--- src/rtl/phase_decoder.sv ---
// phase_decoder: locks onto the 5-phase one-hot ring (IF->ID->EX->MEM->WB),
// issues registered per-stage enables, flags ring violations with a sticky
// error and counts retired instructions (one per accepted WB phase).
module phase_decoder #(
    parameter int CNT_W = 16
) (
    input  logic             clk,
    input  logic             rst,
    input  logic [4:0]       in_phase,
    input  logic             phase_hold,
    input  logic             err_clr,
    output logic             en_if,
    output logic             en_id,
    output logic             en_ex,
    output logic             en_mem,
    output logic             en_wb,
    output logic             locked,
    output logic             phase_err,
    output logic [1:0]       err_code,
    output logic [CNT_W-1:0] retire_cnt
);

    typedef enum logic [1:0] {
        ST_UNSYNC = 2'd0,
        ST_SYNC   = 2'd1,
        ST_ERROR  = 2'd2
    } state_t;

    localparam logic [1:0] CODE_NONE    = 2'b00;
    localparam logic [1:0] CODE_ONEHOT  = 2'b01;
    localparam logic [1:0] CODE_ORDER   = 2'b10;
    localparam logic [1:0] CODE_REPEAT  = 2'b11;

    state_t             state_q, state_d;
    logic [4:0]         last_q, last_d;
    logic [4:0]         en_q, en_d;
    logic [1:0]         err_code_q, err_code_d;
    logic [CNT_W-1:0]   retire_q, retire_d;

    logic               accept;
    logic [1:0]         cause;
    logic               is_onehot;
    logic [4:0]         next_phase;

    // Ring helpers: one-hot test and the phase expected after the last accepted one.
    assign is_onehot  = (in_phase != 5'b00000) && ((in_phase & (in_phase - 5'b00001)) == 5'b00000);
    assign next_phase = {last_q[3:0], last_q[4]};

    // State register plus all registered outputs; reset clears everything.
    always_ff @(posedge clk) begin
        if (rst) begin
            state_q    <= ST_UNSYNC;
            last_q     <= 5'b00000;
            en_q       <= 5'b00000;
            err_code_q <= CODE_NONE;
            retire_q   <= '0;
        end else begin
            state_q    <= state_d;
            last_q     <= last_d;
            en_q       <= en_d;
            err_code_q <= err_code_d;
            retire_q   <= retire_d;
        end
    end

    // Next-state logic: classify the sampled phase in priority order.
    always_comb begin
        state_d = state_q;
        accept  = 1'b0;
        cause   = CODE_NONE;
        unique case (state_q)
            ST_UNSYNC: begin
                if (in_phase == 5'b00001) begin
                    state_d = ST_SYNC;
                    accept  = 1'b1;
                end
            end
            ST_SYNC: begin
                if (!is_onehot) begin
                    state_d = ST_ERROR;
                    cause   = CODE_ONEHOT;
                end else if (in_phase == next_phase) begin
                    accept  = 1'b1;
                end else if (in_phase == last_q) begin
                    // A repeat is only legal while upstream is stalling.
                    if (!phase_hold) begin
                        state_d = ST_ERROR;
                        cause   = CODE_REPEAT;
                    end
                end else begin
                    state_d = ST_ERROR;
                    cause   = CODE_ORDER;
                end
            end
            ST_ERROR: begin
                if (err_clr) begin
                    state_d = ST_UNSYNC;
                end
            end
            default: begin
                state_d = ST_UNSYNC;
            end
        endcase
    end

    // Output logic: next values of enables, last phase, error code and retire count.
    always_comb begin
        en_d       = accept ? in_phase : 5'b00000;
        last_d     = accept ? in_phase : last_q;
        retire_d   = (accept && in_phase[4]) ? retire_q + 1'b1 : retire_q;
        err_code_d = err_code_q;
        if (state_q == ST_ERROR) begin
            // Frozen at the first cause until cleared.
            if (err_clr) begin
                err_code_d = CODE_NONE;
            end
        end else if (state_d == ST_ERROR) begin
            err_code_d = cause;
        end
    end

    assign en_if      = en_q[0];
    assign en_id      = en_q[1];
    assign en_ex      = en_q[2];
    assign en_mem     = en_q[3];
    assign en_wb      = en_q[4];
    assign locked     = (state_q == ST_SYNC);
    assign phase_err  = (state_q == ST_ERROR);
    assign err_code   = err_code_q;
    assign retire_cnt = retire_q;

endmodule

--- config.mk ---
export PLATFORM = sky130hd
export DESIGN_NAME = phase_decoder
export DESIGN_NICKNAME = d
export VERILOG_FILES = /design/src/rtl/phase_decoder.sv
export SDC_FILE = /design/constraint.sdc
export NUM_CORES = 1
export LEC_CHECK = 0
export CORE_ASPECT_RATIO = 1.75
export CORE_MARGIN = 1
export CORE_UTILIZATION = 45
export DETAILED_ROUTE_END_ITERATION = 12
export PLACE_DENSITY = 0.7
export SKIP_LAST_GASP = 1
export SYNTH_ARGS = -nofsm -noshare
export SYNTH_HDL_FRONTEND = slang
export SYNTH_SLANG_ARGS = --single-unit
--- constraint.sdc ---
create_clock -name clk -period 6.49 [get_ports clk]
set_input_delay 1.298 -clock clk [delete_from_list [all_inputs] [get_ports clk]]
set_output_delay 1.298 -clock clk [all_outputs]
set_load 0.03 [all_outputs]
==> flow_summary.ini <==
[clock_tree]
clk_path_buf_depth = 2
clk_latency_ps = 280
cts_buffers = 5
cts_setup_buffers = 0
clock-root-buffer = clkbuf_8
clk_pin_slew_ps = 70
h-tree-depth = 2
cts_hold_buf = 0
cts_tree = done
clock_sinks = 30
cts_resized = 0

[logic_synthesis]
syn-cell-area_sq_mm = 0.001911
synth_sequential_area_ratio = 0.3143
synthFlopType = dfxtp_1
async_flop_share = 0
synth_warnings = 0
synth_edf_count = 0
synth-seq-cells = 30
synth_area_per_cell_sq_um = 8.764
synth_cell_type_count = 45
syn_inst = 218
synth_nets = 228

[sta]
finalCriticalPeriod_ps = 3845
hold_slack_ps = 487.6
finalSetupViolCount = 0
fmax_mhz = 260.1
fin_crit_sh = 0.5924
hold_violations = 0
rsz0062_at_grt = no
slew_headroom = 0.3302
tightest_slew_ps = 1005
skew_ps = 3.608
drv_slew = 0
tns_ps = 0

[placed_design]
numPortBuffers = 33
gp_congestion = 0.8354
hpwl_microns = 2896

[floorplan]
initial_core_util = 0.4647
die_h_microns = 88.20
core_area_sq_mm = 0.004111
die-area_sq_mm = 0.004520
io_pins = 34
die_w_microns = 51.26
core.rowCount = 31

[cells_and_area]
mostFrequentLayoutCells = 33 x clkdlybuf4s50_1, 30 x dfxtp_1, 20 x nor2b_1, 20 x nor2_1, 12 x nand4_1
n_antenna_cell = 0
mostFrequentLayoutCell = clkdlybuf4s50_1
final_nets = 250
area_growth_pct = 19.52
drive_gt1_frac = 0.1037

[setup_path]
worstReg2RegStart = last_q[0]
startpoint = in_phase[4]
required_ps = 6660
worstSetupEndpointType = flop
r2r_setup_slack_ps = 4130
arrival_ps = 4010
criticalPathCategory = input port to flop
crit_path_start_kind = input port
crit_fanout = 21

[pwr]
powerDensity_mw_per_mm2 = 165.3
finalPower_uw = 377.4
peakVddDrop_mv = 0.1577
p_leak_nw = 0.7962

[route]
drtIter0Drc = 26
first_pass_iters = 4
wire_per_inst_microns = 14.25
wl_microns = 4132
vias = 1664
via_per_inst = 5.738
drc = 0
ant_nets = 0

[global_route]
grt_pass1_vias = 1605
grt.overflow.total = 0
grt_start_max_net_pins = 47
grtUsageTotal = 0.2036
grt_pass1_wl_microns = 7003
antenna_found_initial = 0

[min_path]
worstHoldPathType = flop to flop
min-delay-start = state_q[1]

[flow_run]
drv_cap = 0

[status]
status = completed
[cells by family after synthesis]
logic type	share of synthesized area
flops	0.3143
fa+ha+maj	0.006548
xor+xnor	0.03209
mux	0.09365
compound gates	0.1244
buf+inv	0.06745
simple gates	0.3615
[registers in the layout (all words and copies together), names as in the netlist]
signal,cells
en_q,5
err_code,2
last_q,5
retire_cnt,16
state_q,2
[per-layer routing]
metal / vias up / global-route usage / part of all wire
met3: 11 / 0.03125 / 0.026
met2: 33 / 0.3756 / 0.54
li1: 845 / - / -
met5: - / 0 / 0
met1: 775 / 0.2084 / 0.40
met4: 0 / 0.1253 / 0.040
[worst max-delay path, cell delays in order]
cell             delay [ps]
clkdlybuf4s50_1         920
nor2b_1                 100
a2111o_1                360
o21a_1                  510
nor4_1                  430
mux2_2                  380
[worst paths after layout]
path	to	cells after the start
max reg2reg	retire_cnt[8]	5
max	retire_cnt[8]	6
min	state_q[0]	1
min reg2reg	state_q[0]	1
[cell usage after synthesis (all sizes together), types with 4 or more instances]
master,n,area (sq um)
mux2,15,168.9
nor2,20,75.07
clkbuf,8,30.03
a21oi,7,35.03
dfxtp,30,600.6
nor3,5,25.02
xor2,7,61.31
o31ai,6,45.04
nand2b,8,50.05
and3,6,37.54
nand4,12,75.07
nor2b,20,125.1
nand3,10,50.05
nor4,13,156.4
buf,11,87.58
nor3b,4,30.03
a211oi,4,30.03
nand2,5,18.77
[report_power, final]
| group | internal (mW) | total, mW | switching [mW] |
|---|---|---|---|
| Combinational | 0.0132 | 0.0349 | 0.0216 |
| Sequential | 0.185 | 0.186 | 0.000906 |
| Clock | 0.0855 | 0.157 | 0.0710 |
[layout make-up]
class	instances	area (sq um)
Clock inverter	1	5.005
Sequential cell	30	600.6
Inverter	3	11.26
Fill cell	438	1828
Timing Repair Buffer	34	337.8
Clock buffer	7	86.33
Tap cell	49	61.31
Multi-Input combinational cell	166	1181
[through the flow]
stage / setup WS, ps / cell area (sq um) / cells / utilization
finish: 2645 / 2283 / 290 / 0.5554
global route: 2446 / 2283 / 290 / 0.5554
CTS: 2641 / 2283 / 290 / 0.5554
detailed placement: 2339 / 2192 / 282 / 0.5332
global placement: 2403 / 2192 / 282 / 0.5332
floorplan: 3372 / 1911 / 218 / -
Note: power is estimated with default switching activity, not from simulation.
